<file path="src/rtl/shift_add_multiplier.sv">
// Sequential unsigned shift-and-add multiplier: retires one multiplier bit per
// clock, LSB first, shifting the {A, Q} partial product right.
module shift_add_multiplier #(
    parameter int unsigned WIDTH = 16
) (
    input  logic                 clk,
    input  logic                 rst,
    input  logic                 start,
    input  logic [WIDTH-1:0]     multiplicand,
    input  logic [WIDTH-1:0]     multiplier,
    output logic                 busy,
    output logic                 done,
    output logic [2*WIDTH-1:0]   product
);

    localparam int unsigned CW = $clog2(WIDTH) + 1;

    typedef enum logic [1:0] {
        IDLE,
        RUN,
        DONE
    } state_t;

    state_t             state, next_state;
    logic [WIDTH-1:0]   m_r;
    logic [WIDTH:0]     a;
    logic [WIDTH-1:0]   q_r;
    logic [CW-1:0]      cnt;

    logic               accept;
    logic               last_step;
    logic [WIDTH:0]     sum;
    logic [2*WIDTH:0]   shifted;

    assign accept    = start && (state == IDLE || state == DONE);
    assign last_step = (state == RUN) && (cnt == CW'(WIDTH - 1));

    // sum is WIDTH+1 wide so the carry survives into A[WIDTH] before the shift
    always_comb begin
        sum     = a + (q_r[0] ? {1'b0, m_r} : '0);
        shifted = {sum, q_r} >> 1;
    end

    always_ff @(posedge clk or posedge rst) begin
        if (rst) begin
            state <= IDLE;
        end else begin
            state <= next_state;
        end
    end

    always_comb begin
        next_state = state;
        case (state)
            IDLE:    if (start) next_state = RUN;
            RUN:     if (last_step) next_state = DONE;
            DONE:    next_state = start ? RUN : IDLE;
            default: next_state = IDLE;
        endcase
    end

    always_comb begin
        busy = (state == RUN);
        done = (state == DONE);
    end

    always_ff @(posedge clk or posedge rst) begin
        if (rst) begin
            m_r     <= '0;
            a       <= '0;
            q_r     <= '0;
            cnt     <= '0;
            product <= '0;
        end else if (accept) begin
            m_r <= multiplicand;
            q_r <= multiplier;
            a   <= '0;
            cnt <= '0;
        end else if (state == RUN) begin
            a   <= shifted[2*WIDTH:WIDTH];
            q_r <= shifted[WIDTH-1:0];
            cnt <= cnt + 1'b1;
            if (last_step) begin
                product <= shifted[2*WIDTH-1:0];
            end
        end
    end

endmodule

</file>
<file path="config.mk">
export PLATFORM = sky130hd
export DESIGN_NAME = shift_add_multiplier
export DESIGN_NICKNAME = d
export VERILOG_FILES = /design/src/rtl/shift_add_multiplier.sv
export SDC_FILE = /design/constraint.sdc
export NUM_CORES = 1
export LEC_CHECK = 0
export ABC_CLOCK_PERIOD_IN_PS = 6860
export BUFFER_PORTS_ARGS = -buffer_cell sky130_fd_sc_hd__buf_2
export CORE_UTILIZATION = 40
export DETAILED_ROUTE_END_ITERATION = 10
export SKIP_LAST_GASP = 1
export SYNTH_ARGS = -nofsm -noshare
export SYNTH_HDL_FRONTEND = slang
export SYNTH_SLANG_ARGS = --single-unit
</file>
<file path="constraint.sdc">
create_clock -name clk -period 6.86 [get_ports clk]
set_clock_uncertainty 0.2 [all_clocks]
set_input_delay 0.343 -clock clk [delete_from_list [all_inputs] [get_ports clk]]
set_output_delay 0.343 -clock clk [all_outputs]
set_load 0.03 [all_outputs]
</file>
==> run metrics <==
number of flops mapped to enable cells by yosys 0; CTS tree yes; core area 9860 sq um; DR vias/cell 5.02; fraction of layout instances using a drive strength above 1 0.286; ys async rst share 1.00; clk slew on worst S/H paths 100 ps; worst slew pin tran 747 ps; # diodes 0; RSZ-0062 raised after global routing no; status complete, no violations; DRC violations left 0; Slew Limit Headroom 0.500; final critical-path required period 3100 ps; Setup CP Type reg -> reg; clk_lat worst skew 360 ps; # fillers 945; Post-DRT Antenna Nets 0; die area 10700 sq um; CTS Buf Count 9; Die W 103 um; post-synthesis cell type count 45; via count 3024; I/O pins 69; Worst Setup End Kind register; Final WS setup 3760 ps; Placed Instances 568; Main synth FF type dfrtp_1; Non-Filler Instances 602; GRT overflow 0; Post-layout nets 518; fin. max-slew vios 0; PortBufs 68; VDD IR max 0.214 mV; Starting Density 0.416; post-synthesis sequential area ratio 0.531; GRT Util Overall 0.177; largest stage delay on the critical path 680 ps; Max Fclk 323 MHz; vias in the first global route 2938; fin crit share 0.452; pwr dens 513 nW/um^2; crit path DAT 3140 ps; syn avg cell area 10.8 sq um; GPL Wtd Cong 0.845; Resize count post-CTS 0; syn_nets 432; Total Wirelength 8690 um; Critical Path, Cell by Cell nand2b_1, inv_2, nand2_1, buf_4, mux2_2; Bufs and invs on worst path 2; global-route wire length before repair 14300 um; pre-CTS setup slack 3700 ps; Setup TNS Final 0 ps; Die H 103 um; synthesis-stage register bit count 87; CP max stage cell nand2_1; Final Hold Vio Count 0; FP Rows 36; Leak 0.00243 uW; number of cells produced by synthesis 378; Min-Delay Path Class in -> reg; CP top delay family simple AND/OR/NAND/NOR gates; Iteration-0 DRC Markers 77; critical path fanouts, max 27; 1st-pass router iterations 4; P&R area growth vs syn 22.3%; largest net degree at the start of global routing 52; MaxCap Viol Count 0; DR WL/cell 14.4 um; Clock Path Buffers 2; Required @ worst endpoint 6900 ps; Yosys warnings 0; # setup viols final 0; initial antenna violation count 0; Sink Count 87; htree depth 3; cell area after synthesis 4100 sq um; Clock Tree Root clkbuf_8; DP HPWL 5770 um; element type at the critical path start register
==> Yosys cell counts, drive strengths merged, types with 2 or more instances <==
cell | n | area [sq um]
dfrtp | 87 | 2180
nand2 | 75 | 282
mux2 | 33 | 372
o21ai | 33 | 169
ha | 18 | 225
a22oi | 17 | 128
and2 | 16 | 100
a21oi | 14 | 73.8
clkbuf | 10 | 37.5
xor2 | 10 | 87.6
inv | 8 | 30.0
nor2 | 8 | 30.0
xnor2 | 6 | 52.6
buf | 5 | 22.5
a22o | 4 | 35.0
nand3 | 4 | 20.0
nor2b | 3 | 18.8
o211ai | 3 | 27.5
a21o | 2 | 16.3
a31oi | 2 | 18.8
nand2b | 2 | 12.5
o21a | 2 | 15.0
o21bai | 2 | 15.0
o311ai | 2 | 25.0
==> state kept, by name (all words and copies together) (netlist names) <==
name,flops
q_r,16
cnt,5
product,32
m_r,16
state,2
a,16
==> metal layers <==
layer / wire, um / track usage
met5: 0 / 0
met4: 154 / 0.0769
met3: 255 / 0.0262
met2: 4120 / 0.284
met1: 4160 / 0.240
==> where the power goes <==
| part | internal [uW] | total [uW] | switching, uW | leakage [uW] |
|---|---|---|---|---|
| clock | 246 | 445 | 199 | 0.000121 |
| sequential | 758 | 906 | 148 | 0.00109 |
| combinational | 491 | 1220 | 732 | 0.00122 |
| total | 1490 | 2570 | 1080 | 0.00243 |
==> cell families (layout without fill, tap and decap cells) <==
kind of cell / Yosys count / after routing / synth area share
xor gates and xnor gates: 16 / 16 / 0.0342
muxes: 33 / 33 / 0.0906
DFF: 87 / 87 / 0.531
AOI/OAI and AO/OA: 88 / 88 / 0.143
and+or+nand+nor: 112 / 112 / 0.119
adders and majority gates: 19 / 19 / 0.0598
buffers and inverters: 23 / 114 / 0.0220
==> placed cells by master (no fill, tap or decap), types with 2 or more instances in the layout <==
master	Yosys	final
nor2_1	8	7
mux2_2	33	33
and2_1	16	16
a22o_1	4	4
o21bai_1	2	2
xor2_1	10	10
o21ai_1	2	2
a22oi_1	17	17
o21ai_0	30	30
nand2_1	75	75
nand3_1	4	4
ha_1	18	18
nor2b_1	3	2
xnor2_1	6	6
a21oi_1	13	13
inv_6	0	3
buf_2	3	68
o21a_1	2	2
dlygate4sd3_1	0	18
buf_4	0	4
inv_1	7	6
o211ai_1	2	2
dfrtp_1	87	87
bufinv_16	0	3
clkbuf_8	0	9
nand2b_1	2	2
==> timing repair <==
item / 4_1_cts / 5_1_grt
endpoints found under the hold margin: 53 / 0
setup buffers: 0 / 0
hold buffers: 18 / 0
==> worst paths after layout <==
kind | from | to | slack, ps | depth (start not counted)
worst max-delay path | state[0]$_DFFE_PP0P_ | product[4]$_DFFE_PP0P_ | 3760 | 5
worst min-delay path | multiplier[13] | q_r[13]$_DFFE_PP0P_ | 10 | 3
worst max register to register | state[0]$_DFFE_PP0P_ | product[4]$_DFFE_PP0P_ | 3760 | 5
worst min register to register | product[20]$_DFFE_PP0P_ | product[20]$_DFFE_PP0P_ | 280 | 2
max in group asynchronous | rst | product[3]$_DFFE_PP0P_ | 5000 | 4
min in group asynchronous | rst | m_r[12]$_DFFE_PP0P_ | 390 | 3
==> per-stage QoR <==
step / util / cell area (sq um) / total power [uW] / hold slack [ps]
after floorplan: - / 4100 / 1820 / 250
final: 0.508 / 5020 / 2570 / 10.8
after global routing: 0.508 / 5020 / 2780 / 7.61
after detailed placement: 0.465 / 4590 / 2140 / 248
after global placement: 0.465 / 4590 / 2110 / 241
after CTS: 0.508 / 5020 / 2600 / 3.10
==> worst register-to-register path, delay by kind of cell (launching register included) <==
family / cells / cell delay [ps]
multiplexers: 1 / 390
AND/OR/NAND/NOR: 2 / 1160
buffers and inverters: 2 / 810
flip-flops: 1 / 430
==> layout make-up <==
class / count / area (sq um) / share of cell area
Multi-Input combinational cell: 268 / 1840 / 0.367
Clock buffer: 9 / 124 / 0.0247
Inverter: 8 / 31.3 / 0.00624
Sequential cell: 87 / 2180 / 0.434
Timing Repair Buffer: 90 / 551 / 0.110
Tap cell: 133 / 166 / 0.0332
Clock inverter: 7 / 124 / 0.0247
Power figures use the tool's default switching activity.
